File: config.mk
export PLATFORM = sky130hd
export DESIGN_NAME = disp_scan_ctrl
export DESIGN_NICKNAME = d
export VERILOG_FILES = /design/src/rtl/disp_pkg.sv /design/src/rtl/disp_scan_ctrl_fnd_dec.sv /design/src/rtl/disp_scan_ctrl.sv
export SDC_FILE = /design/constraint.sdc
export NUM_CORES = 1
export LEC_CHECK = 0
export ABC_AREA = 1
export BUFFER_PORTS_ARGS = -buffer_cell sky130_fd_sc_hd__buf_2
export CAP_MARGIN = 10
export CORE_ASPECT_RATIO = 2
export CORE_MARGIN = 8
export CORE_UTILIZATION = 45
export CTS_CLUSTER_DIAMETER = 30
export DETAILED_ROUTE_END_ITERATION = 10
export MAX_ROUTING_LAYER = met4
export PLACE_DENSITY = 0.68
export SLEW_MARGIN = 10
export SYNTH_ARGS = -nofsm -noshare
export SYNTH_HDL_FRONTEND = slang
export SYNTH_SLANG_ARGS = --single-unit
File: constraint.sdc
create_clock -name clk -period 1.9 [get_ports clk]
set_input_delay 0.57 -clock clk [delete_from_list [all_inputs] [get_ports clk]]
set_output_delay 0.57 -clock clk [all_outputs]
set_load 0.01 [all_outputs]
File: src/rtl/disp_pkg.sv
// Shared types and constants for the 6-digit
// multiplexed 7-segment scan controller.
package disp_pkg;

  localparam int NUM_DIGITS = 6;

  typedef enum logic [1:0] {
    ST_IDLE  = 2'd0,
    ST_SHOW  = 2'd1,
    ST_BLANK = 2'd2
  } state_e;

  // Segment bit order: [0]=a .. [6]=g, active-high
  localparam logic [6:0] SEG_0    = 7'h3F;
  localparam logic [6:0] SEG_1    = 7'h06;
  localparam logic [6:0] SEG_2    = 7'h5B;
  localparam logic [6:0] SEG_3    = 7'h4F;
  localparam logic [6:0] SEG_4    = 7'h66;
  localparam logic [6:0] SEG_5    = 7'h6D;
  localparam logic [6:0] SEG_6    = 7'h7D;
  localparam logic [6:0] SEG_7    = 7'h07;
  localparam logic [6:0] SEG_8    = 7'h7F;
  localparam logic [6:0] SEG_9    = 7'h6F;
  localparam logic [6:0] SEG_DASH = 7'h40;
  localparam logic [6:0] SEG_OFF  = 7'h00;

  function automatic logic [2:0] next_digit(
    input logic [2:0] d
  );
    return (d == 3'(NUM_DIGITS - 1)) ? 3'd0 : d + 3'd1;
  endfunction

endpackage

File: src/rtl/disp_scan_ctrl_fnd_dec.sv
// BCD nibble to 7-segment pattern decoder.
// Non-decimal codes render as a dash.
module fnd_dec
  import disp_pkg::*;
(
  input  logic [3:0] bcd_i,
  output logic [6:0] seg_o
);

  // Pure lookup, no state
  always_comb begin
    seg_o = SEG_DASH;
    case (bcd_i)
      4'd0:    seg_o = SEG_0;
      4'd1:    seg_o = SEG_1;
      4'd2:    seg_o = SEG_2;
      4'd3:    seg_o = SEG_3;
      4'd4:    seg_o = SEG_4;
      4'd5:    seg_o = SEG_5;
      4'd6:    seg_o = SEG_6;
      4'd7:    seg_o = SEG_7;
      4'd8:    seg_o = SEG_8;
      4'd9:    seg_o = SEG_9;
      default: seg_o = SEG_DASH;
    endcase
  end

endmodule

File: src/rtl/disp_scan_ctrl.sv
// Display scan controller: per-frame snapshot,
// SHOW/BLANK digit slots, leading-zero blanking.
module disp_scan_ctrl
  import disp_pkg::*;
#(
  parameter int P_SCAN_DIV = 50000,
  parameter int P_BLANK    = 500
) (
  input  logic        clk,
  input  logic        rst_n,
  input  logic        i_en,
  input  logic [23:0] i_digits,
  input  logic [5:0]  i_dp,
  input  logic        i_lz_sup,
  output logic [5:0]  o_seg_enb,
  output logic        o_seg_dp,
  output logic [6:0]  o_seg,
  output logic        o_frame_start
);

  localparam int CW =
    (P_SCAN_DIV > 1) ? $clog2(P_SCAN_DIV) : 1;
  localparam logic [CW-1:0] SHOW_LAST =
    CW'(P_SCAN_DIV - P_BLANK - 1);
  localparam logic [CW-1:0] BLANK_LAST =
    CW'((P_BLANK > 0) ? P_BLANK - 1 : 0);
  localparam bit NO_BLANK = (P_BLANK == 0);

  state_e        state_q, state_d;
  logic [CW-1:0] cnt_q, cnt_d;
  logic [2:0]    dig_q, dig_d;
  logic          adv;
  logic          snap_ld;

  logic [23:0]   snap_dig_q;
  logic [5:0]    snap_dp_q;
  logic          snap_lz_q;

  logic [3:0]    cur_nib;
  logic [6:0]    dec_seg;
  logic [5:0]    lz_msk;

  logic [5:0]    enb_d, enb_q;
  logic          dp_d, dp_q;
  logic [6:0]    seg_d, seg_q;
  logic          fs_d, fs_q;

  // State register
  always_ff @(posedge clk or negedge rst_n) begin
    if (!rst_n) state_q <= ST_IDLE;
    else        state_q <= state_d;
  end

  // Next state; adv marks a move to the next digit slot
  always_comb begin
    state_d = state_q;
    adv     = 1'b0;
    if (!i_en) begin
      state_d = ST_IDLE;
    end else begin
      unique case (state_q)
        ST_IDLE: state_d = ST_SHOW;
        ST_SHOW: begin
          if (cnt_q == SHOW_LAST) begin
            if (NO_BLANK) adv     = 1'b1;
            else          state_d = ST_BLANK;
          end
        end
        ST_BLANK: begin
          if (cnt_q == BLANK_LAST) begin
            state_d = ST_SHOW;
            adv     = 1'b1;
          end
        end
        default: state_d = ST_IDLE;
      endcase
    end
  end

  // Slot counter, digit index and snapshot-load strobe
  always_comb begin
    cnt_d = cnt_q + 1'b1;
    if (state_d == ST_IDLE || state_d != state_q || adv)
      cnt_d = '0;
    dig_d = dig_q;
    if (state_d == ST_IDLE) dig_d = 3'd0;
    else if (adv)           dig_d = next_digit(dig_q);
    snap_ld = (state_q == ST_IDLE && state_d == ST_SHOW)
           || (adv && dig_d == 3'd0);
  end

  // Counter, digit index and frame snapshot
  always_ff @(posedge clk or negedge rst_n) begin
    if (!rst_n) begin
      cnt_q      <= '0;
      dig_q      <= 3'd0;
      snap_dig_q <= '0;
      snap_dp_q  <= '0;
      snap_lz_q  <= 1'b0;
    end else begin
      cnt_q <= cnt_d;
      dig_q <= dig_d;
      if (snap_ld) begin
        snap_dig_q <= i_digits;
        snap_dp_q  <= i_dp;
        snap_lz_q  <= i_lz_sup;
      end
    end
  end

  assign cur_nib = snap_dig_q[{dig_q, 2'b00} +: 4];

  fnd_dec u_dec (
    .bcd_i (cur_nib),
    .seg_o (dec_seg)
  );

  // Digits 5..1 blank while they and all higher digits are zero
  always_comb begin
    logic hi_zero;
    hi_zero = 1'b1;
    lz_msk  = '0;
    for (int i = NUM_DIGITS - 1; i >= 1; i--) begin
      hi_zero   = hi_zero && (snap_dig_q[i*4 +: 4] == 4'd0);
      lz_msk[i] = snap_lz_q && hi_zero;
    end
  end

  // Output decode from current state and digit slot
  always_comb begin
    enb_d = '0;
    dp_d  = 1'b0;
    seg_d = SEG_OFF;
    fs_d  = 1'b0;
    if (i_en && state_q == ST_SHOW) begin
      enb_d[dig_q] = 1'b1;
      dp_d         = snap_dp_q[dig_q];
      seg_d        = lz_msk[dig_q] ? SEG_OFF : dec_seg;
      fs_d         = (dig_q == 3'd0) && (cnt_q == '0);
    end
  end

  // Registered display pins
  always_ff @(posedge clk or negedge rst_n) begin
    if (!rst_n) begin
      enb_q <= '0;
      dp_q  <= 1'b0;
      seg_q <= SEG_OFF;
      fs_q  <= 1'b0;
    end else begin
      enb_q <= enb_d;
      dp_q  <= dp_d;
      seg_q <= seg_d;
      fs_q  <= fs_d;
    end
  end

  assign o_seg_enb     = enb_q;
  assign o_seg_dp      = dp_q;
  assign o_seg         = seg_q;
  assign o_frame_start = fs_q;

endmodule

==> results of run 1 <==
==> flip-flops by register name (all words and copies together), names as in the netlist <==
signal	flops
snap_dig_q	24
cnt_q	16
o_seg	7
o_seg_enb	6
snap_dp_q	6
dig_q	3
state_q	2
o_frame_start	1
o_seg_dp	1
snap_lz_q	1
==> power groups by stage <==
stage                     Clock (mW)  Sequential (mW)  Combinational, mW
after global placement             0             1.66              0.490
after floorplan                    0             1.66              0.292
after detailed placement           0             1.66              0.497
after CTS                       1.65             1.64              0.502
final                           1.62             1.65              0.562
after global routing            1.71             1.66              0.640
==> layout make-up <==
type / count / area (um2)
fillers: 696 / 2960
flip-flops and latches: 67 / 1680
multi-input cells: 295 / 1600
repair buffers: 87 / 604
clock buffers: 13 / 280
inverters: 43 / 164
well taps: 94 / 118
clock inverters: 3 / 20.0
==> metrics by stage <==
step                cells  utilization (%)
floorplan             418                -
finish                602             60.1
global route          602             60.1
global placement      580             53.4
CTS                   596             57.4
detailed placement    580             53.4
==> layer usage <==
layer / track usage, % / wire length [um] / vias up
li1: - / - / 1508
met1: 19.1 / 3570 / 1398
met2: 24.3 / 3890 / 60
met3: 3.77 / 335 / 15
met4: 8.32 / 155 / 0
met5: - / 0 / -
==> final timing paths <==
| path | slack, ps | from | cells past startpoint | to |
|---|---|---|---|---|
| worst min register to register | 510 | snap_dp_q[1] | 2 | snap_dp_q[1] |
| worst max-delay path | 70 | dig_q[0] | 10 | o_seg[2] |
| worst min-delay path | 100 | rst_n | 1 | cnt_q[5] |
| worst max register to register | 70 | dig_q[0] | 10 | o_seg[2] |
| min in group clk | 420 | i_digits[11] | 3 | snap_dig_q[11] |
| max in group asynchronous | 1200 | rst_n | 2 | dig_q[1] |
==> cell families (layout without fill, tap and decap cells) <==
group	count (synthesis)	count (layout)	synth area share [%]
AND/OR/NAND/NOR	243	243	31.9
flip-flops	67	67	49.5
buffers and inverters	56	146	7.09
AO/OA/AOI/OAI	38	38	7.20
XOR/XNOR	8	8	2.07
adder cells (fa/ha/maj)	6	6	2.22
==> critical path: cells and delay by family (launching register included) <==
| kind | cells | cell delay (ps) |
|---|---|---|
| flip-flops | 1 | 490 |
| adder cells (fa/ha/maj) | 1 | 140 |
| AND/OR/NAND/NOR | 4 | 380 |
| buffers and inverters | 3 | 320 |
| AO/OA/AOI/OAI | 2 | 390 |
==> cell usage in the layout, fill, tap and decap left out, types with 2 or more instances in the layout <==
cell type,Yosys,routed
xor2_1,4,4
a22oi_1,8,6
nor3_1,9,9
nor2_1,45,43
nand3_2,2,3
buf_12,0,4
nor4_1,2,2
nor2_4,1,4
dfrtp_1,67,64
ha_4,0,2
inv_2,8,15
a21oi_2,1,2
nand3_1,45,44
ha_1,6,4
buf_4,5,33
nor2_2,14,13
o21ai_4,0,2
nand2_1,114,106
nand4_1,4,4
dfrtp_2,0,3
a22o_1,2,2
clkinvlp_4,0,2
inv_1,35,27
clkbuf_16,0,10
a21oi_1,6,5
o21ai_0,11,10
buf_2,3,48
nand2_2,4,11
a22oi_2,0,2
clkbuf_8,0,4
xnor2_1,4,4
==> timing repair <==
| item | 4_1_cts | 5_1_grt |
|---|---|---|
| pin swaps | 0 | 14 |
| resized for setup | 1 | 41 |
| cloned | 0 | 1 |
| endpoints found under the setup margin | 5 | 54 |
| setup buffers | 0 | 5 |
| endpoints found under the hold margin | 0 | 0 |
==> impl_results.md, run 1 <==
* Worst-path fanout max at 7
* Nets at 543
* Commonest cells post-synth: nand2_1, dfrtp_1, nand3_1, nor2_1, inv_1
* Internal power at 2.83 mW
* Net Sw Frac at 26.0%
* Routed WL per cell at 13.2 um
* Leakage at 2.28 nW
* Detail Route Antenna Nets at 0
* Post-synthesis cell type with the largest combined area: dfrtp_1
* EDFF count, synth at 0
* Core ar. at 0.00743 mm2
* Most numerous cell in the Yosys netlist: nand2_1
* Root buf cell: clkbuf_16
* Post-DP HPWL at 5530 um
* Skew final at 6.88 ps
* DRC at 0
* CP max stage cell: dfrtp_2
* I/O Pins at 49
* Initial Utilization at 45.6%
* Clk network pwr share at 42.4%
* Fmax at 0.546 GHz
* Placement Cell Area at 0.00397 mm2
* CTS Hold Bufs at 0
* Asr flop ratio synth at 100%
* # rows at 45
* Aggregate global routing overflow at 0
* Seq pwr share at 43.0%
* Number of warnings issued by yosys at 0
* Syn Area/Cell at 8.11 um2
* Drt initial violations at 146
* Synth area leaders: dfrtp_1, nand2_1, nand3_1
* Hold WC Path Type: input pin to asynchronous set/reset pin
* Critical Path Max Stage Delay at 490 ps
* Net Switching at 998 uW
* Critical path arrival at 2060 ps
* PortBufs at 48
* RSZ-0062 raised after global routing: true
* First-pass GRT wire length at 13,700 um
* Worst hold slack at 103 ps
* Post-route minimum period at 1830 ps
* Final Worst Setup Slack at 67.7 ps
* Hold Fails Final Rpt at 0
* Gate power share at 14.7%
* Final setup TNS at 0 ps
* VDD IR-drop max at 0.608 mV
* Synth Flop Type: dfrtp_1
* Drt first pass iters at 4
* Finish-stage setup viols at 0
* Yosys reg bits at 67
* Pin count of the biggest net entering global routing at 58
* Vias/cell at 4.95
* Final instance area at 0.00447 mm2
* GR Util All Layers at 16.0%
* Global placer's final weighted congestion at 0.848
* Cell Area, Synth at 0.00339 mm2
* Die Span X at 77.4 um
* Tot Pwr at 3.83 mW
* CTS sink count at 67
* Power Dens Cells at 857 mW/mm2
* Clock slew at reported path FFs at 50 ps
* Crit share post-route at 96.4%
* CP Cell Sequence: nor2_4 > inv_2 > o211ai_1 > o21ai_4 > inv_2 > ha_1 > nand2_1 > buf_4 > nor2_1 > nor2_1
* Slew Limit Fails at 0
* N_diodes at 0
* CTS tree: done
* Synthesized net count at 458
* Routed WL at 7960 um
* Startpoint class of the critical path: flip-flop
* Post-synthesis cell type count at 37
* Post-Place Setup Slack at -67.9 ps
* Total number of vias at 2,981
* Layout cells sized above 1 at 32.5%
* Gate Count Post-Synth at 418
* Sequential share of the synthesized area at 49.5%
* Total of max-cap violations at 0
* Cts bufs inserted at 9
* Status: finished clean
* Worst Setup End Kind: flip-flop
* Worst-skew pair later-pin latency at 340 ps
* Worst slew pin tran at 307 ps
* CTS H-Tree Depth at 3
* Worst relative slew slack at 79.5%
* Max Buffers Root-to-Sink at 2
* Synth top area share at 49.5%
* Area growth syn-to-layout at 31.9%
* CP required at 2130 ps
* Crit Path Class: flip-flop to flip-flop
* DIE HEIGHT at 139 um
* Die area at 0.0107 mm2
* Vias in the first global route at 3,063
* Initial antenna violation count at 0
Note: power is estimated with default switching activity, not from simulation.
==> run 2: changes to the inputs <==
Settings changed: CORE_UTILIZATION 45 to 35, GPL_TIMING_DRIVEN set to 0, PLACE_DENSITY 0.68 to unset.
==> impl_results.md, run 2 (synthesis results as in run 1) <==
* Status: finished clean
* Core ar. at 0.00957 mm2
* Hold Fails Final Rpt at 0
* Max Buffers Root-to-Sink at 2
* CTS sink count at 67
* CP required at 2160 ps
* Family with the most delay on the worst path: compound AO/OA/AOI/OAI gates
* Skew final at 7.68 ps
* Global placer's final weighted congestion at 0.854
* Crit Path Class: flip-flop to flip-flop
* Biggest register: snap_dig_q
* Most frequent cells in the layout: nand2_1, dfrtp_1, buf_2, nor2_1, nand3_1
* Worst R2R Path Depth at 13
* Worst relative slew slack at 63.9%
* I/O Pins at 49
* Critical Path Max Stage Delay at 360 ps
* Worst R2R End: o_seg[3]
* Nets at 544
* Net Sw Frac at 26.0%
* Utilization after layout at 48.2%
* GR Util All Layers at 12.5%
* DIE HEIGHT at 155 um
* Most common cell after layout, fill and taps aside: nand2_1
* Startpoint class of the critical path: flip-flop
* Initial antenna violation count at 0
* Cts bufs inserted at 9
* Leakage at 2.30 nW
* Post-Place Setup Slack at -236 ps
* Total of max-cap violations at 0
* Final Worst Setup Slack at 35.0 ps
* Crit share post-route at 98.2%
* Pin count of the biggest net entering global routing at 36
* Drt initial violations at 143
* CP max stage cell: dfrtp_1
* N_diodes at 0
* Initial Utilization at 35.4%
* Layout cells sized above 1 at 38.2%
* Clk network pwr share at 39.4%
* Worst-path fanout max at 8
* Worst Setup End Kind: flip-flop
* Slew Limit Fails at 0
* Worst slew pin tran at 542 ps
* Area growth syn-to-layout at 36.0%
* Root buf cell: clkbuf_16
* VDD IR-drop max at 0.532 mV
* Worst-skew pair later-pin latency at 340 ps
* Seq pwr share at 44.4%
* CTS tree: done
* CP Cell Sequence: buf_6 > inv_8 > nor2_4 > nor2_1 > o21ai_1 > o2111ai_1 > o21a_1 > inv_2 > ha_1 > inv_1 > nor2_2 > nor2_1 > nor2_1
* Drt first pass iters at 4
* Vias/cell at 4.79
* Number of flip-flops under the largest register name at 24
* PortBufs at 48
* Fillers at 924
* Total number of vias at 2,926
* Fmax at 0.536 GHz
* Reg-to-reg slack, setup at 30 ps
* Post-route minimum period at 1870 ps
* DRC at 0
* Post-DP HPWL at 5600 um
* RSZ-0062 raised after global routing: true
* Most frequent CP cell: nor2_1
* Vias in the first global route at 2,782
* Routed WL per cell at 13.3 um
* CTS H-Tree Depth at 3
* Net Switching at 968 uW
* Critical path arrival at 2120 ps
* Clock slew at reported path FFs at 50 ps
* Hold WC Path Type: input pin to asynchronous set/reset pin
* Placement Cell Area at 0.00378 mm2
* # rows at 51
* Reg-to-Reg Start: dig_q[0]
* Internal power at 2.75 mW
* First-pass GRT wire length at 12,900 um
* Die area at 0.0133 mm2
* Critical path buffer and inverter count at 4
* Finish-stage setup viols at 0
* Routed WL at 8130 um
* Gate power share at 16.2%
* Die Span X at 85.6 um
* Power Dens Cells at 806 mW/mm2
* Aggregate global routing overflow at 0
* Final instance area at 0.00461 mm2
* Detail Route Antenna Nets at 0
==> run 2: changes by cell type in the layout (fill, tap and decap cells not counted), moves of 3 or more <==
cell / change
nand3_1: -3
nand2_2: +24
nand3_4: +3
clkbuf_1: +4
buf_4: -8
nand2_4: +3
nand2_1: -28
buf_6: +7
==> run 2: worst max path at each step <==
stage	endpoint	slack, ps	cells past startpoint	startpoint
after global placement	snap_dig_q[4]	-230	13	i_en
after CTS	snap_dig_q[4]	10	11	cnt_q[2]
after global routing	o_seg[3]	-70	13	dig_q[0]
after floorplan	o_seg[4]	130	11	dig_q[0]
after detailed placement	snap_dig_q[16]	-240	13	i_en
final	o_seg[3]	30	13	dig_q[0]
==> run 2: metrics by stage <==
stage	power, mW	TNS (ps)	hold slack, ps	std cells
floorplan	1.95	0	274	418
global placement	2.11	-9980	484	572
detailed placement	2.13	-8050	496	573
CTS	3.62	0	175	593
global route	3.89	-1160	212	611
finish	3.72	0	169	611
==> run 2: power by group through the flow <==
stage | logic, mW | clock network, mW | registers (mW)
after CTS | 0.481 | 1.50 | 1.65
after global placement | 0.449 | 0 | 1.66
after detailed placement | 0.459 | 0 | 1.67
final | 0.603 | 1.46 | 1.65
after floorplan | 0.292 | 0 | 1.66
after global routing | 0.676 | 1.55 | 1.66
==> run 2: final cells by class <==
type / instances / area [um2] / area share [%]
plain buffers: 13 / 123 / 2.66
clock buffers: 12 / 256 / 5.56
inverters: 43 / 174 / 3.77
multi-input cells: 295 / 1760 / 38.2
flip-flops and latches: 67 / 1680 / 36.4
well taps: 106 / 133 / 2.88
repair buffers: 75 / 487 / 10.6
==> run 2: worst reg2reg max path: stages (launching register included) <==
cell and delay, ps:
dfrtp_1 360, buf_6 150, inv_8 80, nor2_4 30, nor2_1 100, o21ai_1 80, o2111ai_1 100, o21a_1 250
inv_2 60, ha_1 280, inv_1 50, nor2_2 110, nor2_1 50, nor2_1 90
==> run 2: per-layer routing <==
metal	global-route usage, %	share of wire, %	up-vias	wire [um]
met3	2.27	3.8	13	312
met2	18.0	47	53	3830
met5	-	0	-	0
li1	-	-	1520	-
met4	7.07	1.8	0	146
met1	16.1	47	1340	3840
==> run 2: what timing repair did <==
action / 4_1_cts / 5_1_grt
cloned: 0 / 3
gates resized for setup: 14 / 100
setup endpoints to repair: 37 / 40
pin swaps: 5 / 23
hold buffers: 0 / 0
setup buffers: 8 / 15
